--- config.mk ---
export PLATFORM = sky130hd
export DESIGN_NAME = multi_channel_clock_divider
export DESIGN_NICKNAME = d
export VERILOG_FILES = /design/src/rtl/multi_channel_clock_divider.sv
export SDC_FILE = /design/constraint.sdc
export NUM_CORES = 1
export LEC_CHECK = 0
export BUFFER_PORTS_ARGS = -buffer_cell sky130_fd_sc_hd__buf_2
export CAP_MARGIN = 20
export CORE_ASPECT_RATIO = 1.25
export CORE_MARGIN = 4
export CORE_UTILIZATION = 25
export DETAILED_ROUTE_END_ITERATION = 10
export GPL_TIMING_DRIVEN = 0
export PLACE_DENSITY = 0.53
export REMOVE_ABC_BUFFERS = 1
export SYNTH_ARGS = -nofsm -noshare
export SYNTH_HDL_FRONTEND = slang
export SYNTH_SLANG_ARGS = --single-unit
--- constraint.sdc ---
create_clock -name clk -period 3.85 [get_ports clk]
set_input_delay 0.77 -clock clk [delete_from_list [all_inputs] [get_ports clk]]
set_output_delay 0.77 -clock clk [all_outputs]
set_load 0.1 [all_outputs]
--- src/rtl/multi_channel_clock_divider.sv ---
// Multi-channel programmable clock divider: NUM_CH modulo counters with per-channel
// tick, square wave and a shadowed divisor that only takes effect at a wrap or clear.
module multi_channel_clock_divider #(
  parameter int NBITS       = 16,
  parameter int NUM_CH      = 2,
  parameter int DEFAULT_DIV = 5,
  parameter int CH_BITS     = (NUM_CH > 1) ? $clog2(NUM_CH) : 1
) (
  input  logic                    clk,
  input  logic                    reset,
  input  logic [NUM_CH-1:0]       enable,
  input  logic                    sync_clear,
  input  logic                    load_valid,
  input  logic [CH_BITS-1:0]      load_ch,
  input  logic [NBITS-1:0]        load_div,
  output logic                    load_ready,
  output logic [NUM_CH-1:0]       tick,
  output logic [NUM_CH-1:0]       square,
  output logic [NUM_CH*NBITS-1:0] count_out,
  output logic [NUM_CH*NBITS-1:0] div_out
);

  localparam logic [NBITS-1:0] ONE       = NBITS'(1);
  localparam logic [NBITS-1:0] RESET_DIV = (DEFAULT_DIV <= 1) ? NBITS'(1) : NBITS'(DEFAULT_DIV);

  logic [NUM_CH-1:0] pend_valid_vec;
  logic [NUM_CH-1:0] write_sel;
  logic              load_accept;

  // Out-of-range channels are always ready so their writes drain and are dropped.
  always_comb begin
    load_ready = 1'b1;
    for (int i = 0; i < NUM_CH; i++) begin
      if (load_ch == CH_BITS'(i)) begin
        load_ready = ~pend_valid_vec[i];
      end
    end
  end

  assign load_accept = load_valid & load_ready;

  always_comb begin
    write_sel = '0;
    for (int i = 0; i < NUM_CH; i++) begin
      write_sel[i] = load_accept & (load_ch == CH_BITS'(i));
    end
  end

  for (genvar g = 0; g < NUM_CH; g++) begin : g_ch
    logic [NBITS-1:0] count_q, count_d;
    logic [NBITS-1:0] div_q, div_d;
    logic [NBITS-1:0] pend_q, pend_d;
    logic             square_q, square_d;
    logic             pend_valid_q, pend_valid_d;
    logic [NBITS-1:0] last_cnt;
    logic             wrap;
    logic             apply;

    // A stored divisor of 0 behaves like 1, so both give a terminal count of 0.
    always_comb begin
      last_cnt = (div_q == '0) ? '0 : div_q - ONE;
      wrap     = enable[g] & (count_q == last_cnt);
    end

    assign tick[g] = wrap & ~sync_clear & ~reset;

    always_comb begin
      count_d      = count_q;
      square_d     = square_q;
      div_d        = div_q;
      pend_d       = pend_q;
      pend_valid_d = pend_valid_q;
      apply        = pend_valid_q & (sync_clear | wrap);

      if (sync_clear) begin
        count_d  = '0;
        square_d = 1'b0;
      end else if (wrap) begin
        count_d  = '0;
        square_d = ~square_q;
      end else if (enable[g]) begin
        count_d = count_q + ONE;
      end

      if (apply) begin
        div_d        = pend_q;
        pend_valid_d = 1'b0;
      end

      // A write is only accepted when nothing is pending, so it never collides with apply.
      if (write_sel[g]) begin
        pend_d       = load_div;
        pend_valid_d = 1'b1;
      end
    end

    always_ff @(posedge clk or posedge reset) begin
      if (reset) begin
        count_q      <= '0;
        square_q     <= 1'b0;
        div_q        <= RESET_DIV;
        pend_q       <= '0;
        pend_valid_q <= 1'b0;
      end else begin
        count_q      <= count_d;
        square_q     <= square_d;
        div_q        <= div_d;
        pend_q       <= pend_d;
        pend_valid_q <= pend_valid_d;
      end
    end

    assign pend_valid_vec[g]             = pend_valid_q;
    assign square[g]                     = square_q;
    assign count_out[g*NBITS +: NBITS]   = count_q;
    assign div_out[g*NBITS +: NBITS]     = div_q;
  end

endmodule

== After elaboration in Yosys (flattened, before gate mapping) ==
Cells that the tools add are included.

* Bitwise gates (word level): 20
* Muxes and demuxes: 17
* $add $sub $neg: 4
* Equality and inequality tests: 2
* Reductions and logical operators: 8

{| class="wikitable"
|+ Operator list
! operator !! number
|-
| 16-bit 2-to-1 mux || 8
|-
| 16-bit by 1-bit adder with 16-bit output, second input constant || 2
|-
| 16-bit equality test || 2
|-
| 16-bit zero test || 2
|-
| 16-bit by 1-bit subtractor with 16-bit output, second input constant || 2
|-
| 1-bit AND || 11
|-
| 1-bit 2-to-1 mux || 9
|-
| 2-bit nonzero test || 4
|-
| 1-bit NOT || 7
|-
| 3-bit nonzero test || 2
|-
| 1-bit bitwise OR || 2
|}

* Bits of input ports: 23
* Flip-flop bits (word level): 100
* Word-level logic and storage cells: 61
* Output and inout port bits: 69

== Longest topological paths before layout ==
* Depth in word-level cells: 8
* Gate-level depth with buffers: 13
* Mapped depth without buffers: 10

== Worst setup path before layout ==
Ideal clock, no wire load.

* Path kind: flip-flop to output port
* From: register g_ch[0].div_q[7]
* To: output port tick[0]
* Setup slack: -2.982 ns
* Stages on the path, launching flop included: 11
* Required time: 3.080 ns
* Path buffers: 2
* Arrival: 6.062 ns
* Path through: dfrtp_1 -> nor4_1 -> nand3_1 -> nor4_1 -> xnor2_1 -> o21ai_0 -> or3b_1 -> clkbuf_1 -> clkbuf_1 -> o2111ai_1 -> nor4_1

* Longest elaborated chain between the ends: 6
* Elaborated cells between the ends (all ways): 7
* Classes of those cells: 1 x add/sub; 1 x eq/ne; 1 x mux; 3 x bitwise; 1 x reduce/logical

{| class="wikitable"
|+ Ends and longest elaborated chain
! element !! line !! text
|-
| from (decl) || 51 || <nowiki>logic [NBITS-1:0] div_q, div_d;</nowiki>
|-
| from (signal assigned) || 107 || <nowiki>div_q <= div_d;</nowiki>
|-
| 16-bit by 1-bit subtractor with 16-bit output or 16-bit zero test (tied branches) || 61 || <nowiki>last_cnt = (div_q == '0) ? '0 : div_q - ONE;</nowiki>
|-
| 16-bit 2-to-1 mux (*) || 61 ||
|-
| 16-bit equality test (*) || 62 || <nowiki>wrap = enable[g] & (count_q == last_cnt);</nowiki>
|-
| 1-bit AND (*) || 62 ||
|-
| 1-bit AND (*) (2 in series) || 65 || <nowiki>assign tick[g] = wrap & ~sync_clear & ~reset;</nowiki>
|-
| to (decl) || 17 || <nowiki>output logic [NUM_CH-1:0] tick,</nowiki>
|}

Every way passes the cells marked *; elsewhere a longest branch is shown, timed or not.

== Worst setup path after layout ==
* From: register g_ch[1].div_q[3]
* To: output port tick[1]

* Longest elaborated chain between the ends: 6
* Elaborated cells between the ends (all ways): 7
* Classes of those cells: 1 x add/sub; 1 x eq/ne; 1 x mux; 3 x bitwise; 1 x reduce/logical

{| class="wikitable"
|+ Ends and longest elaborated chain
! element !! line
|-
| from (decl) || 51
|-
| from (signal assigned) || 107
|-
| 16-bit by 1-bit subtractor with 16-bit output or 16-bit zero test (tied branches) || 61
|-
| 16-bit 2-to-1 mux (*) || 61
|-
| 16-bit equality test (*) || 62
|-
| 1-bit AND (*) || 62
|-
| 1-bit AND (*) (2 in series) || 65
|}

Marks and branches as above.

==> results.yml <==
timing:
  tightest_slew_ps: 791
  tns_ps: -1440
  period_needed_ps: 4200
  period_share_pct: 109
  hold_violations: 0
  fmax_ghz: 0.238
  slew_violations: 0
  max-slew-margin-rel_pct: 47.1
  fin_ws_ps: -348
  fin_skew_ps: 9.17
  rsz0062_at_grt: "true"
  finalSetupViolCount: 17
worst_setup_path:
  worstPathArrival_ps: 3430
  crit_path_start: "g_ch[1].div_q[3]"
  reg2regPathDepth: 10
  cp-end-kind: "output port"
  ff2ff_setup_slack_ps: -90
  endpoint: "tick[1]"
  critPathKind: "register to output port"
  cp.required_ps: 3080
  critPathMaxFanout: 4
  rr_startpoint: "g_ch[1].div_q[3]"
  critPathLaunchType: "register"
  timing.rr.end: "g_ch[1].div_q[3]"
clocking:
  numCtsBuffers: 9
  clk_latency_ps: 370
  cts_tree: "yes"
  htreeDepth: 3
  clkSlewWorstSetupHoldPaths_ps: 80
  clock_path_buffers: 2
  ctsHoldBuffers: 0
  cts-root-buf: "clkbuf_16"
  cts.sinks: 100
floorplan:
  die_w_um: 150
  core.rowCount: 64
  die_area_um2: 27800
  ios: 92
  chipHeight_um: 185
  floorplan.initialDensity_pct: 25.5
  core_um2: 24700
global_routing:
  grt_pass1_vias: 5456
  grt_first_pass_wirelength_um: 30500
  antenna_found_initial: 0
  overflow: 0
  grt_max_degree: 62
  grt_usage_pct: 13.9
finish:
  final_cell_mix: "89 x buf_2, 79 x dfrtp_1, 61 x nor2_1"
  area_growth_pct: 29.3
  regArea_um2: 2530
  fill_cells: 2610
  multi_input_area_um2: 3750
  final_nets: 804
  layout.cells.most_common: "buf_2"
  drive_gt1_share_pct: 36.4
  fin_area_um2: 8130
outcome:
  outcome: "finished, violations left"
  violations: "setup timing"
logic_synthesis:
  synthArstFlopShare_pct: 100
  synth.distinct_cells: 65
  synth.ff_latch_count: 100
  syn_inst: 665
  postSynthAreaPerCell_um2: 9.46
  synth_seq_area_share_pct: 39.9
  yosysWarnings: 0
  ys.flop_type: "dfrtp_1"
  synth_area_um2: 6290
  synth_edf_count: 0
detailed_routing:
  drt_pass1_iterations: 5
  viasPerCell: 5.08
  drt_iter0_drc: 341
  dr_total_vias: 5655
  drc: 0
  ant_nets: 0
  drt-total-wl_um: 19500
  wl_per_cell_um: 17.5
placed_design:
  gp_congestion: 0.896
  portBuffers: 91
  place_area_um2: 7030
  dp_hpwl_um: 13300
  dp_slack_ps: -1160
flow_run:
  max_cap_violations: 0
min_path:
  hold_class: "register to register"
power:
  powerDensity_nw_per_um2: 534
  ir_worst_vdd_v: 0.000224
  p_leak_nw: 3.53
==> final cells by class <==
cell class,count,share of cell area [%]
multi-input combinational,484,46.1
sequential,100,31.1
timing repair buffer,150,12.5
tap,330,5.08
clock buffer,9,2.77
inverter,32,1.51
clock inverter,7,0.862
antenna,2,0.0615
==> flip-flops by register name, indices dropped and copies added, names as in the netlist <==
register	flops
g_ch.count_q	32
g_ch.div_q	32
g_ch.pend_q	32
g_ch.pend_valid_q	2
g_ch.square_q	2
==> metal layers <==
| metal | vias up | track usage [%] | wire, um | part of all wire (%) |
|---|---|---|---|---|
| met4 | 0 | 3.59 | 419 | 2.1 |
| met5 | - | 0 | 0 | 0 |
| met1 | 2754 | 17.6 | 8410 | 43 |
| li1 | 2693 | - | - | - |
| met3 | 36 | 3.48 | 1230 | 6.3 |
| met2 | 172 | 23.6 | 9430 | 48 |
==> kinds of logic after synthesis <==
group / Yosys count / share of synthesized area [%]
buffers and inverters: 82 / 5.51
AND/OR/NAND/NOR: 262 / 22.4
multiplexers: 55 / 10.3
adder cells (fa/ha/maj): 4 / 0.796
AO/OA/AOI/OAI: 103 / 12.9
flip-flops: 100 / 39.9
XOR/XNOR: 59 / 8.21
==> synth_stat cells, types with 3 or more instances <==
cell type  instances  area share, %
a2111oi_0          3           0.42
a211o_1            4           0.56
a21oi_1           13            1.0
a31o_2             4           0.56
a31oi_1            4           0.40
a32oi_1            3           0.42
and3_1             5           0.50
buf_2              4           0.32
buf_4              3           0.36
buf_6              3           0.54
clkbuf_1          40            2.4
dfrtp_1           96             38
dfstp_2            4            1.7
ha_1               4           0.80
inv_1             32            1.9
mux2_2            38            6.8
mux2_4            10            2.4
mux2i_1            7            1.1
nand2_1           36            2.1
nand2b_1           5           0.50
nand3_1           34            2.7
nand3b_1           3           0.36
nand4_1           36            3.6
nor2_1            61            3.6
nor2b_1            3           0.30
nor3_1            23            1.8
nor3b_1            8           0.95
nor4_1            13            1.3
o2111ai_1          4           0.56
o211ai_1           4           0.48
o21ai_0           10           0.80
o311a_1           16            2.5
o311ai_0          16            2.2
o31a_1             3           0.42
or2_2              5           0.50
or3_1              9           0.89
or4_1              6           0.72
xnor2_1           37            5.2
xor2_1            22            3.1
==> how the worst min path moves through the flow <==
stage | startpoint | endpoint | slack, ps | cells past startpoint
after global routing | g_ch[1].pend_q[8] | g_ch[1].div_q[8] | 520 | 1
after floorplan | g_ch[1].pend_q[10] | g_ch[1].div_q[10] | 470 | 1
final | g_ch[1].pend_q[8] | g_ch[1].div_q[8] | 500 | 1
after global placement | g_ch[1].pend_q[8] | g_ch[1].div_q[8] | 480 | 1
after detailed placement | g_ch[1].pend_q[8] | g_ch[1].div_q[8] | 490 | 1
after CTS | g_ch[1].pend_q[8] | g_ch[1].div_q[8] | 500 | 1
==> worst max-delay path, stage by stage (launching register included) <==
cell and delay (ps):
dfrtp_2 420, or4_4 570, buf_4 180, nor4_1 330
xnor2_1 170, a2111oi_0 430, and4b_1 280, nand4_1 200
nor3_2 210, buf_6 260
==> repair_timing <==
action                                  in CTS  in global routing
setup buffers                               31                 24
gates cloned                                 1                  1
resized for setup                           44                 28
endpoints found under the setup margin      70                 20
pin swaps                                   18                 14
==> through the flow <==
step | power [mW] | hold slack (ps) | util, % | cells
finish | 4.34 | 500 | 33.0 | 1114
global route | 4.56 | 515 | 32.9 | 1112
CTS | 4.26 | 497 | 31.5 | 1087
detailed placement | 3.17 | 489 | 28.5 | 1041
global placement | 3.13 | 484 | 28.1 | 1036
floorplan | 2.79 | 475 | - | 615
==> report_power, final <==
group / internal [mW] / switching (mW) / leakage (nW)
registers: 1.24 / 0.293 / 1.20
clock network: 0.459 / 0.474 / 0.147
logic: 0.613 / 1.26 / 2.18
(Power assumes the default switching activity.)
